==> src/rtl/four_bit_add.sv <==
// -----------------------------------------------------------------------------
// four_bit_add
//   Registered 4-bit ripple-carry adder, {cout,sum} = a + b + cin, with a
//   LATENCY-deep pipeline (1 or 2 register stages, one result per cycle, no
//   backpressure). Outputs hold their last value when no result is produced.
//
//   Optional feature macro: FOUR_BIT_ADD_OVF_EN
//     defined   -> ovf = two's-complement overflow of the sampled operands
//     undefined -> ovf tied to 0, overflow logic omitted (port kept)
//
//   Parameters
//     LATENCY   : 1 or 2 register stages from input to output
//   Ports
//     clk       : clock, rising edge
//     rst_n     : asynchronous active-low reset, clears every stage
//     a, b      : 4-bit unsigned addends
//     cin       : carry-in
//     in_valid  : qualifies a/b/cin this cycle
//     sum       : registered result bits [3:0]
//     cout      : registered carry-out (bit 4)
//     out_valid : one-cycle pulse per accepted input, aligned with sum/cout
//     ovf       : registered signed overflow flag
// -----------------------------------------------------------------------------

// One bit slice of the ripple chain.
module four_bit_add_fa (
  input  logic i_x,
  input  logic i_y,
  input  logic i_c,
  output logic o_s,
  output logic o_co
);
  assign o_s  = i_x ^ i_y ^ i_c;
  assign o_co = (i_x & i_y) | (i_c & (i_x ^ i_y));
endmodule

module four_bit_add #(
  parameter int LATENCY = 1
) (
  input  logic       clk,
  input  logic       rst_n,
  input  logic [3:0] a,
  input  logic [3:0] b,
  input  logic       cin,
  input  logic       in_valid,
  output logic [3:0] sum,
  output logic       cout,
  output logic       out_valid,
  output logic       ovf
);

  // Bit-slice operands/carries. Slices 1:0 always work on the live inputs;
  // slices 3:2 work on either live or stage-1 registered operands.
  logic [3:0] w_x, w_y, w_ci, w_s, w_co;

  // Values presented to the output register and its load enable.
  logic [3:0] w_sum_nxt;
  logic       w_ld;

  assign w_x[1:0] = a[1:0];
  assign w_y[1:0] = b[1:0];
  assign w_ci[0]  = cin;
  assign w_ci[1]  = w_co[0];
  assign w_ci[3]  = w_co[2];

  genvar gi;
  generate
    for (gi = 0; gi < 4; gi++) begin : g_fa
      four_bit_add_fa u_fa (
        .i_x  (w_x[gi]),
        .i_y  (w_y[gi]),
        .i_c  (w_ci[gi]),
        .o_s  (w_s[gi]),
        .o_co (w_co[gi])
      );
    end

    if (LATENCY == 1) begin : g_lat1
      // Whole chain evaluated in the input cycle.
      assign w_x[3:2]  = a[3:2];
      assign w_y[3:2]  = b[3:2];
      assign w_ci[2]   = w_co[1];
      assign w_sum_nxt = w_s;
      assign w_ld      = in_valid;
    end else begin : g_lat2
      // Stage 1 captures the low half result, the carry out of bit 1 and the
      // upper operand bits; stage 2 (output register) finishes bits 3:2.
      logic [1:0] r_s1_lo;
      logic       r_s1_c2;
      logic [1:0] r_s1_a_hi, r_s1_b_hi;
      logic       r_s1_vld;

      always_ff @(posedge clk or negedge rst_n) begin
        if (!rst_n) begin
          r_s1_lo   <= 2'b0;
          r_s1_c2   <= 1'b0;
          r_s1_a_hi <= 2'b0;
          r_s1_b_hi <= 2'b0;
          r_s1_vld  <= 1'b0;
        end else begin
          r_s1_vld <= in_valid;
          if (in_valid) begin
            r_s1_lo   <= w_s[1:0];
            r_s1_c2   <= w_co[1];
            r_s1_a_hi <= a[3:2];
            r_s1_b_hi <= b[3:2];
          end
        end
      end

      assign w_x[3:2]  = r_s1_a_hi;
      assign w_y[3:2]  = r_s1_b_hi;
      assign w_ci[2]   = r_s1_c2;
      assign w_sum_nxt = {w_s[3:2], r_s1_lo};
      assign w_ld      = r_s1_vld;
    end
  endgenerate

  // Output stage: values only move when a result arrives, so they hold
  // across idle cycles; out_valid is a plain copy of the load enable.
  logic [3:0] r_sum;
  logic       r_cout;
  logic       r_vld;

  always_ff @(posedge clk or negedge rst_n) begin
    if (!rst_n) begin
      r_sum  <= 4'b0;
      r_cout <= 1'b0;
      r_vld  <= 1'b0;
    end else begin
      r_vld <= w_ld;
      if (w_ld) begin
        r_sum  <= w_sum_nxt;
        r_cout <= w_co[3];
      end
    end
  end

  assign sum       = r_sum;
  assign cout      = r_cout;
  assign out_valid = r_vld;

`ifdef FOUR_BIT_ADD_OVF_EN
  // Overflow: operands agree in sign but the result sign differs. w_x[3] /
  // w_y[3] are the sign bits of the same operands that produced w_s[3].
  logic w_ovf_nxt;
  logic r_ovf;

  assign w_ovf_nxt = (w_x[3] == w_y[3]) && (w_s[3] != w_x[3]);

  always_ff @(posedge clk or negedge rst_n) begin
    if (!rst_n)    r_ovf <= 1'b0;
    else if (w_ld) r_ovf <= w_ovf_nxt;
  end

  assign ovf = r_ovf;
`else
  assign ovf = 1'b0;
`endif

endmodule

==> config.mk <==
export PLATFORM = sky130hd
export DESIGN_NAME = four_bit_add
export DESIGN_NICKNAME = d
export VERILOG_FILES = /design/src/rtl/four_bit_add.sv
export SDC_FILE = /design/constraint.sdc
export NUM_CORES = 1
export LEC_CHECK = 0
export ABC_AREA = 0
export CORE_AREA = 5 5 42 44
export DETAILED_ROUTE_END_ITERATION = 7
export DIE_AREA = 0 0 47 49
export DONT_BUFFER_PORTS = 1
export GPL_TIMING_DRIVEN = 0
export PLACE_DENSITY = 0.34
export SETUP_SLACK_MARGIN = 0.3
export SLEW_MARGIN = 20
export SYNTH_ARGS = -nofsm -noshare
export SYNTH_HDL_FRONTEND = slang
export SYNTH_HIERARCHICAL = 1
export SYNTH_SLANG_ARGS = --single-unit
==> constraint.sdc <==
create_clock -name clk -period 0.91 [get_ports clk]
set_input_delay 0.182 -clock clk [delete_from_list [all_inputs] [get_ports clk]]
set_output_delay 0.182 -clock clk [all_outputs]
set_load 0.05 [all_outputs]
=== Yosys cells after proc, flatten, opt, wreduce, memory -nomap -nowiden ===
Index checks and enable logic that the tools add are counted.

* Bitwise operators: 20

{| class="wikitable"
|+ Operators by type and width
! operator !! number
|-
| 1-bit bitwise AND || 8
|-
| 1-bit XOR || 8
|-
| 1-bit bitwise OR || 4
|}

* Input bits: 12
* Bits in registers: 6
* Output and inout port bits: 7
* Word-level logic and storage cells: 23

=== Logic depth before layout (Yosys ltp) ===
* Word-level depth: 9
* Depth in mapped cells: 5
* Gate-level depth less buffers: 5

=== Cells and area by module ===
Netlist, hierarchy kept.

{| class="wikitable"
|+ By module, submodules not included
! module !! area an instance (sq um) !! seq. area each (sq um) !! cells each !! times used
|-
| four_bit_add || 217.7 || 150.1 || 13 || 1
|-
| four_bit_add_fa || 20.0 || 0.0 || 1 || 4
|}

=== Worst setup path after synthesis ===
OpenSTA, ideal clock, no wires.

* Kind: input port to flip-flop
* Start: input port a[0]
* End: register r_sum[3], in the netlist sum[3]
* Data required time: 0.785 ns
* Buffers on the path: 0
* Path slack: -1.249 ns
* Stages on the path: 5
* Setup time: 0.125 ns
* Arrival time: 2.034 ns
* Cell sequence: fa_1 fa_1 fa_1 fa_1 mux2_2

* Longest elaborated chain between the ends: 8
* Elaborated cells on any way between the ends: 9
* Those cells by class: bitwise (9)

{| class="wikitable"
|+ RTL lines
! item !! RTL line !! text
|-
| start, declared || 42 || <nowiki>input logic [3:0] a,</nowiki>
|-
| 1-bit XOR || 34 || <nowiki>assign o_co = (i_x & i_y) | (i_c & (i_x ^ i_y));</nowiki>
|-
| 1-bit bitwise AND || 34 ||
|-
| 1-bit bitwise OR * || 34 ||
|-
| 1-bit bitwise AND * || 34 ||
|-
| 1-bit bitwise OR * || 34 ||
|-
| net w_ci[2] || 54 || <nowiki>logic [3:0] w_x, w_y, w_ci, w_s, w_co;</nowiki>
|-
| 1-bit bitwise AND * || 34 ||
|-
| 1-bit bitwise OR * || 34 ||
|-
| net w_ci[3] || 54 ||
|-
| 1-bit XOR * || 33 || <nowiki>assign o_s = i_x ^ i_y ^ i_c;</nowiki>
|-
| net w_s[3] || 54 ||
|-
| end signal, assigned || 133 || <nowiki>r_sum <= w_sum_nxt;</nowiki>
|-
| end, declared || 121 || <nowiki>logic [3:0] r_sum;</nowiki>
|}

The timed path passes the listed nets; every way through them passes the cells marked *.
A chain may end at the register's enable or synchronous reset.

=== Worst setup path in the final report ===
* Start: input port cin
* End: register r_sum[3], in the netlist sum[3]

* Longest elaborated chain between the ends: 7

{| class="wikitable"
|+ RTL lines
! item !! RTL line !! text
|-
| start, declared || 44 || <nowiki>input logic cin,</nowiki>
|-
| 1-bit bitwise AND || 34 ||
|-
| 1-bit bitwise OR || 34 ||
|-
| 1-bit bitwise AND || 34 ||
|-
| 1-bit bitwise OR || 34 ||
|-
| net w_ci[2] || 54 ||
|-
| 1-bit bitwise AND || 34 ||
|-
| 1-bit bitwise OR || 34 ||
|-
| net w_ci[3] || 54 ||
|-
| 1-bit XOR || 33 ||
|-
| net w_s[3] || 54 ||
|}

The timed path passes the listed nets, and every way through them passes these cells.

==> metrics <==
pwr dens 2350 nW/um2; DR vias/cell just under 4; GR Overflow Total 0; skew final 0 ns; Worst-path clk slew 0.05 ns; Synth cell types 5; Antenna Cells 0; crit path launch type primary input; post-synth top area cell dfrtp_1; Final Worst Setup Slack -0.903 ns; share of cells above drive strength 1 0.783; CTS buffer count 3; Clk network pwr share 0.284; most common flop cell mapped by yosys dfrtp_1; r2r setup slk -0.11 ns; Hold Crit Endpoint sum[0]; synth top area cells dfrtp_1 (50%), fa_1 (27%), mux2_2 (19%), buf_4 (2.5%), conb_1 (1.3%); H-tree depth 1; critical path type in -> reg; CTS root buf clkbuf_4; Mapped Area between 200 and 300 um2; final worst path period need ~1.8 ns; antenna-violating nets left 0; first-pass GRT wire length between 800 and 900 um; FF-to-FF End sum[3]; CTS Sinks 6; vias in the first global route about 190; violated checks setup timing; initial antenna violation count 0; # Max-Cap Violations 0; Total GRT Usage 0.0577; via count around 150; Die ar. approximately 2300 um2; Reg-to-Reg Start sum[3]; 1st-iter DRT viols 2; Die Y slightly below 50 um; RSZ-0062 raised after global routing true; Worst Min Path Start in_valid; Synth top area share 0.504; port buffer count 0; Syn Nets 33; sw power about 0.35 mW; final WL approximately 560 um; Hold WS 0.0964 ns; switching share of power 0.381; cell with the most instances after synthesis dfrtp_1; area delta synth->final 31.5%; combinational power share 0.134; Post-synth ARST share 1.00; Syn Inst Count 17; Max VDD drop roughly 1200 uV; Worst Setup End Kind flip-flop; Hold Vio Cnt, Final 0; synthesized area per cell 17.5 um2; First-pass DRT Iterations 2; Leakage 0.156 nW; Arrival @ worst endpoint roughly 1.9 ns; std cell rows 14; CTS tree done; Max FO, Critical Path 1; initial core utilization 0.213; I/O Pins 19; Setup violations, final 11; P_int around 0.57 mW; Syn. warnings 6; Reg power frac 0.582; FMAX around 550 MHz; largest net degree at the start of global routing 7; Fin Setup TNS -2.80 ns; area of the core 1400 um2; Synth Register Bits 6; top cells by count, synth dfrtp_1 (6), mux2_2 (5), fa_1 (4); fin nets 40; Slew Limit Fails 0; postcts setup bufs 0; drt drc 0; die width about 47 um; hold path depth 1; register area share after synthesis 0.504; Hold Crit Class in -> reg; GPL Wtd Cong between 0.6 and 0.7; Clock Tree Buf Depth 2; run status finished, violations left; fin crit share 1.99; cell count of the worst reg-to-reg path 1; number of synthesized flops with an enable pin 0; per-cell routed wire length 14.3 um; CP Data Required Time slightly above 1 ns; clk_lat worst skew ~0.24 ns
sequential cells by signal, summed over array words and instances (netlist names):
| register | cells |
|---|---|
| sum | 4 |
| out_valid | 1 |
| cout | 1 |
routing by layer:
| layer | vias up | wire (um) | track usage |
|---|---|---|---|
| met5 | - | 0 | 0 |
| met4 | 0 | 0 | 0.0138 |
| met3 | 0 | 114 | 0.0701 |
| met2 | 12 | 278 | 0.0814 |
| met1 | 74 | 166 | 0.0524 |
| li1 | 65 | - | - |
cells by family after synthesis:
logic type               Yosys count  share of synthesized area
buffers and inverters              1                     0.0252
adder cells (fa/ha/maj)            4                      0.269
other                              1                     0.0126
multiplexers                       5                      0.189
flip-flops                         6                      0.504
cells in the final DEF (no fill, tap or decap):
cell type      Yosys  final
dfrtp_2            0      5
dlygate4sd3_1      0      2
conb_1             1      1
mux2_4             0      3
fa_2               0      4
clkbuf_4           0      3
buf_4              1      1
dfrtp_1            6      1
mux2_2             5      2
clkbuf_1           0      1
worst max-delay path by stage:
stage,end,startpoint,slack (ns),depth (start not counted)
3_3_place_gp,sum[3],a[0],-1.15,5
5_1_grt,sum[3],cin,-0.91,5
2_1_floorplan,sum[3],a[0],-1.12,5
3_5_place_dp,sum[3],a[0],-1.16,5
6_report,sum[3],cin,-0.90,5
4_1_cts,sum[3],a[0],-0.90,5
what timing repair did:
action	4_1_cts	5_1_grt
endpoints found under the hold margin	7	0
setup endpoints to repair	11	11
resized for setup	2	1
pin swaps	2	3
hold buffers	2	0
area by class of cell:
| cell class | count | area, um2 |
|---|---|---|
| Buffer | 1 | 7.51 |
| Clock buffer | 4 | 26.3 |
| Fill cell | 147 | 1010 |
| Multi-Input combinational cell | 10 | 161 |
| Sequential cell | 6 | 156 |
| Tap cell | 16 | 20.0 |
| Timing Repair Buffer | 2 | 20.0 |
through the flow:
stage / cells / util / setup slack, ns / power, mW / area (um2)
4_1_cts: 39 / 0.277 / -0.902 / 0.941 / 388
3_5_place_dp: 33 / 0.238 / -1.16 / 0.641 / 334
5_1_grt: 39 / 0.279 / -0.906 / 0.984 / 392
3_3_place_gp: 33 / 0.238 / -1.15 / 0.632 / 334
2_1_floorplan: 17 / - / -1.12 / 0.610 / 314
6_report: 39 / 0.279 / -0.903 / 0.922 / 392
power by group through the flow:
stage / clock network, mW / registers (mW) / logic (mW)
floorplan: 0 / 0.528 / 0.0814
global placement: 0 / 0.541 / 0.0909
detailed placement: 0 / 0.544 / 0.0969
CTS: 0.276 / 0.540 / 0.124
global route: 0.303 / 0.543 / 0.138
finish: 0.262 / 0.537 / 0.123
worst max-delay path: stages:
cell and delay (ns):
fa_2 0.37, fa_2 0.36, fa_2 0.35, fa_2 0.41, mux2_4 0.26
(Power assumes the default switching activity.)
